## src/rtl/pidctrl_mc.sv

```systemverilog
// Multi-channel PID motor-drive controller: one shared datapath walks the channels
// one per cycle into shadow registers, then publishes all mot_set values at once.
module pidctrl_mc #(
   parameter int NCH     = 4,
   parameter int W       = 16,
   parameter int GW      = 8,
   parameter int FRAC    = 4,
   parameter int INT_LIM = 8191,
   parameter int OUT_MAX = 4095,
   parameter int OUT_MIN = -4095
)(
   input  logic                 clk,
   input  logic                 resetn,
   input  logic                 sample_valid,
   output logic                 ready,
   input  logic [NCH*W-1:0]     rpm_set,
   input  logic [NCH*W-1:0]     rpm_sense,
   input  logic [NCH-1:0]       ch_en,
   input  logic signed [GW-1:0] kp,
   input  logic signed [GW-1:0] ki,
   input  logic signed [GW-1:0] kd,
   input  logic                 clr_ovr,
   output logic [NCH*W-1:0]     mot_set,
   output logic                 mot_valid,
   output logic                 ovr
);
   localparam int AW = W + GW + 6;
   localparam int IW = W + 3;   // integ + e never overflows before the clamp
   localparam int CW = (NCH > 1) ? $clog2(NCH) : 1;
   localparam logic [CW-1:0]        LAST = CW'(NCH - 1);
   localparam logic signed [IW-1:0] ILIM = IW'(INT_LIM);
   localparam logic signed [AW-1:0] OMAX = AW'(OUT_MAX);
   localparam logic signed [AW-1:0] OMIN = AW'(OUT_MIN);

   typedef enum logic [1:0] {IDLE, CALC, DONE} state_t;
   state_t state, nstate;

   logic [CW-1:0]        ch;
   logic [NCH*W-1:0]     set_h, sense_h;
   logic [NCH-1:0]       en_h;
   logic signed [GW-1:0] kp_h, ki_h, kd_h;
   logic signed [IW-1:0] integ  [NCH];
   logic signed [W:0]    e_prev [NCH];
   logic signed [W-1:0]  shadow [NCH];

   logic signed [W-1:0]  set_c, sense_c;
   logic signed [W:0]    e, ep;
   logic signed [W+1:0]  d;
   logic signed [IW-1:0] isum, inx;
   logic signed [AW-1:0] acc, u, mot_c;
   logic                 hold;

   assign ready   = (state == IDLE);
   assign set_c   = set_h[ch*W +: W];
   assign sense_c = sense_h[ch*W +: W];
   assign e       = $signed({set_c[W-1], set_c}) - $signed({sense_c[W-1], sense_c});
   assign ep      = e_prev[ch];
   assign d       = $signed({e[W], e}) - $signed({ep[W], ep});
   assign isum    = integ[ch] + $signed({{2{e[W]}}, e});
   assign acc     = AW'(kp_h) * AW'(e) + AW'(ki_h) * AW'(inx) + AW'(kd_h) * AW'(d);
   assign u       = acc >>> FRAC;

   always_comb begin
      inx = isum;
      if (isum > ILIM)       inx = ILIM;
      else if (isum < -ILIM) inx = -ILIM;
      mot_c = u;
      if (u > OMAX)      mot_c = OMAX;
      else if (u < OMIN) mot_c = OMIN;
   end

   // Freeze the integrator only while it would push further into saturation.
   assign hold = ((u > OMAX) && !e[W] && (e != '0)) || ((u < OMIN) && e[W]);

   always_ff @(posedge clk or negedge resetn) begin
      if (!resetn) state <= IDLE;
      else         state <= nstate;
   end

   always_comb begin
      nstate = state;
      case (state)
         IDLE:    if (sample_valid) nstate = CALC;
         CALC:    if (ch == LAST)   nstate = DONE;
         DONE:    nstate = IDLE;
         default: nstate = IDLE;
      endcase
   end

   always_ff @(posedge clk or negedge resetn) begin
      if (!resetn) begin
         ch        <= '0;
         set_h     <= '0;
         sense_h   <= '0;
         en_h      <= '0;
         kp_h      <= '0;
         ki_h      <= '0;
         kd_h      <= '0;
         mot_set   <= '0;
         mot_valid <= 1'b0;
         for (int i = 0; i < NCH; i++) begin
            integ[i]  <= '0;
            e_prev[i] <= '0;
            shadow[i] <= '0;
         end
      end else begin
         mot_valid <= 1'b0;
         case (state)
            IDLE: if (sample_valid) begin
               set_h   <= rpm_set;
               sense_h <= rpm_sense;
               en_h    <= ch_en;
               kp_h    <= kp;
               ki_h    <= ki;
               kd_h    <= kd;
               ch      <= '0;
            end
            CALC: begin
               if (en_h[ch]) begin
                  shadow[ch] <= mot_c[W-1:0];
                  e_prev[ch] <= e;
                  if (!hold) integ[ch] <= inx;
               end else begin
                  shadow[ch] <= '0;
                  e_prev[ch] <= '0;
                  integ[ch]  <= '0;
               end
               ch <= ch + 1'b1;
            end
            DONE: begin
               for (int i = 0; i < NCH; i++) mot_set[i*W +: W] <= shadow[i];
               mot_valid <= 1'b1;
            end
            default: ;
         endcase
      end
   end

   // Overrun flag: a set in the same cycle as a clear takes priority.
   always_ff @(posedge clk or negedge resetn) begin
      if (!resetn)                    ovr <= 1'b0;
      else if (sample_valid && !ready) ovr <= 1'b1;
      else if (clr_ovr)               ovr <= 1'b0;
   end
endmodule

```

## config.mk

```make
export PLATFORM = sky130hd
export DESIGN_NAME = pidctrl_mc
export DESIGN_NICKNAME = d
export VERILOG_FILES = /design/src/rtl/pidctrl_mc.sv
export SDC_FILE = /design/constraint.sdc
export NUM_CORES = 2
export LEC_CHECK = 0
export BUFFER_PORTS_ARGS = -buffer_cell sky130_fd_sc_hd__buf_2
export CAP_MARGIN = 20
export CORE_MARGIN = 8
export CORE_UTILIZATION = 62
export DETAILED_ROUTE_END_ITERATION = 16
export GPL_ROUTABILITY_DRIVEN = 0
export PLACE_DENSITY = 0.86
export REMOVE_ABC_BUFFERS = 1
export SLEW_MARGIN = 20
export SYNTH_ARGS = -nofsm -noshare
export SYNTH_HDL_FRONTEND = slang
export SYNTH_SLANG_ARGS = --single-unit
```

## constraint.sdc

```tcl
create_clock -name clk -period 22.1 [get_ports clk]
set_input_delay 2.21 -clock clk [delete_from_list [all_inputs] [get_ports clk]]
set_output_delay 2.21 -clock clk [all_outputs]
set_load 0.03 [all_outputs]
```

==> results.cfg <==
[run_status]
status = finished, final reports clean

[global_routing]
grt_pass1_wl_mm = 153.6
grt_pass1_vias = 28650
grt_max_degree = 154
gr-total-overflow = 0
grt_util_all_layers_pct = 28.83
antenna_found_initial = 4

[yosys]
synth_largest_area_cell = dfrtp_1
async_flop_share_pct = 100.0
synth_warnings = 0
synth.most_common_cell = inv_1
synth_cell_types = 85
synthTopCellsByArea = dfrtp_1 (30%), fa_1 (25%), mux2_2 (6.9%)
ys_seq_area_share_pct = 29.88
synth-edff-count = 0
synth_top_area_share_pct = 29.88
synthCells = 3440
yosys-top-cells-count = inv_1 (584), fa_1 (461), nand2_1 (458)
avgSynthCellArea_um2 = 10.57
synthFlopType = dfrtp_1
syn-cell-area_mm2 = 0.03634
ys_ff_latch = 434

[sta]
hold_ws_ns = 0.4735
fin_skew_ns = 0.03190
report.final.slew_viol_count = 0
hold_viol = 0
maxSlewHeadroom_pct = 22.68
rsz0062_at_grt = false
worst_slew_pin_slew_ns = 1.154
tns_ns = 0
clock.fmax_mhz = 59.26
fin_ws_ns = 5.226
fin_crit_sh_pct = 76.36
period_minus_slack_ns = 16.87
setup_violations = 0

[run]
cap_viol_max_count = 0

[setup_path]
reg2reg_from = ch[0]
crit_required_ns = 22.61
cp_top_family = simple AND/OR/NAND/NOR gates
startpoint_type = register
cp_num_buf_inv = 7
cpMostUsedCell = inv_1
worst_path_largest_cell_delay_ns = 0.88
r2r_end = integ[15]
worstPathArrival_ns = 17.39
rr_worst_depth = 57
critPathMaxFanout = 48
crit_path_end_kind = register
slowest_stage = xor2_1
path_class = reg -> reg
r2r_slack_ns = 5.23

[clock_network]
clk_pin_slew_ns = 0.06
cts_tree = yes
clock_latency_ns = 0.60
ctsHoldBuffers = 0
cts_root_buffer = clkbuf_16
ctsHtreeMaxLevel = 2
ctsLongestPathBuffers = 3
cts_resized = 0
post_cts_buffers = 0
clock_sinks = 434
numCtsBuffers = 46

[cells_and_area]
area_delta_synth_final_pct = 8.971
fin_nets = 4349
stdcell_area_mm2 = 0.03961
fillers = 3959
drive_gt1_share_pct = 18.08

[floorplan]
die_h_um = 258.1
ioPinCount = 227
core_area_mm2 = 0.05781
die_w_um = 258.1
rows = 88
initial_core_util_pct = 62.87
dieArea_mm2 = 0.06662

[min_path]
min_from = shadow[15]
whs_path_depth = 1
hold_class = reg -> reg
whs_endpoint = shadow[15]

[route]
ant_nets = 0
dr.pass1.iters = 7
wirelength_mm = 94.91
post_drt_wl_per_cell_um = 21.64
vias_per_cell = 6.013
drcViolationCount = 0
drt_iter0_drc = 2246
route.vias.total = 26370

[placed_design]
post-dp-hpwl_mm = 71.86
portBuffers = 226
placed_area_mm2 = 0.03807
place_ws_ns = 5.506
per-stage QoR:
stage	utilization, %	std cells
4_1_cts	68.51	4383
5_1_grt	68.52	4385
3_5_place_dp	65.87	4303
2_1_floorplan	-	3279
6_report	68.52	4385
3_3_place_gp	65.85	4303
layout make-up:
cell class / count / area (µm²) / area share (%)
flip-flops and latches: 434 / 10870 / 27.44
repair buffers: 259 / 1401 / 3.538
inverters: 585 / 2196 / 5.544
clock buffers: 66 / 1297 / 3.276
well taps: 765 / 957.2 / 2.417
multi-input cells: 2260 / 22650 / 57.19
diodes: 2 / 5.005 / 0.01264
clock inverters: 14 / 229.0 / 0.5781
cells in the final DEF, fill, tap and decap left out, types with 8 or more instances in the layout:
cell and n:
xnor2_1 47, nor2_1 93, buf_4 32, clkbuf_16 47, mux4_2 68, clkbuf_1 14
ha_1 142, and3_1 12, mux2_2 223, buf_2 225, nand2b_1 30, dfrtp_1 432
fa_1 461, a211oi_1 11, nand2_1 454, nor3_1 20, a21oi_1 58, a22o_1 68
xor2_1 18, a32o_1 9, nor2b_1 28, and2_1 131, a21o_1 45, o21a_1 8
inv_1 584, nand3_1 26, or3_1 9, o21ai_0 164, nor4_1 8
registers in the layout (all words and copies together) (netlist names):
signal     count
e_prev        68
integ         76
kd_h           8
set_h         64
ki_h           8
state          2
ovr            1
kp_h           8
ch             2
mot_valid      1
sense_h       64
mot_set       64
shadow        64
en_h           4
cell families (layout without fill, tap and decap cells):
family,Yosys count,after routing,share of synthesized area [%]
xor+xnor,66,66,1.590
other cells,0,2,0
buf+inv,746,924,7.897
flops,434,434,29.88
compound gates,438,438,8.087
mux,297,297,11.29
simple gates,855,855,10.95
fa+ha+maj,604,604,30.31
how the worst max path moves through the flow:
stage | startpoint | end | slack [ns] | cells after the start
after global placement | ch[0] | integ[19] | 6.15 | 56
after detailed placement | ch[0] | integ[15] | 5.51 | 57
after CTS | ch[0] | integ[15] | 5.35 | 57
after global routing | ch[0] | integ[15] | 4.02 | 57
after floorplan | ch[0] | integ[38] | 5.65 | 55
final | ch[0] | integ[15] | 5.23 | 57
routing by layer:
layer  GRT usage, %  vias up  wire, µm
li1               -    11310         -
met1          35.96    13400     35330
met2          47.91     1324     46250
met3          6.378      327      8394
met4          13.48        4      4915
met5              0        -        18
Power is not shown: default switching activity piles up to over one toggle a cycle in this logic, so the estimate is an artifact.
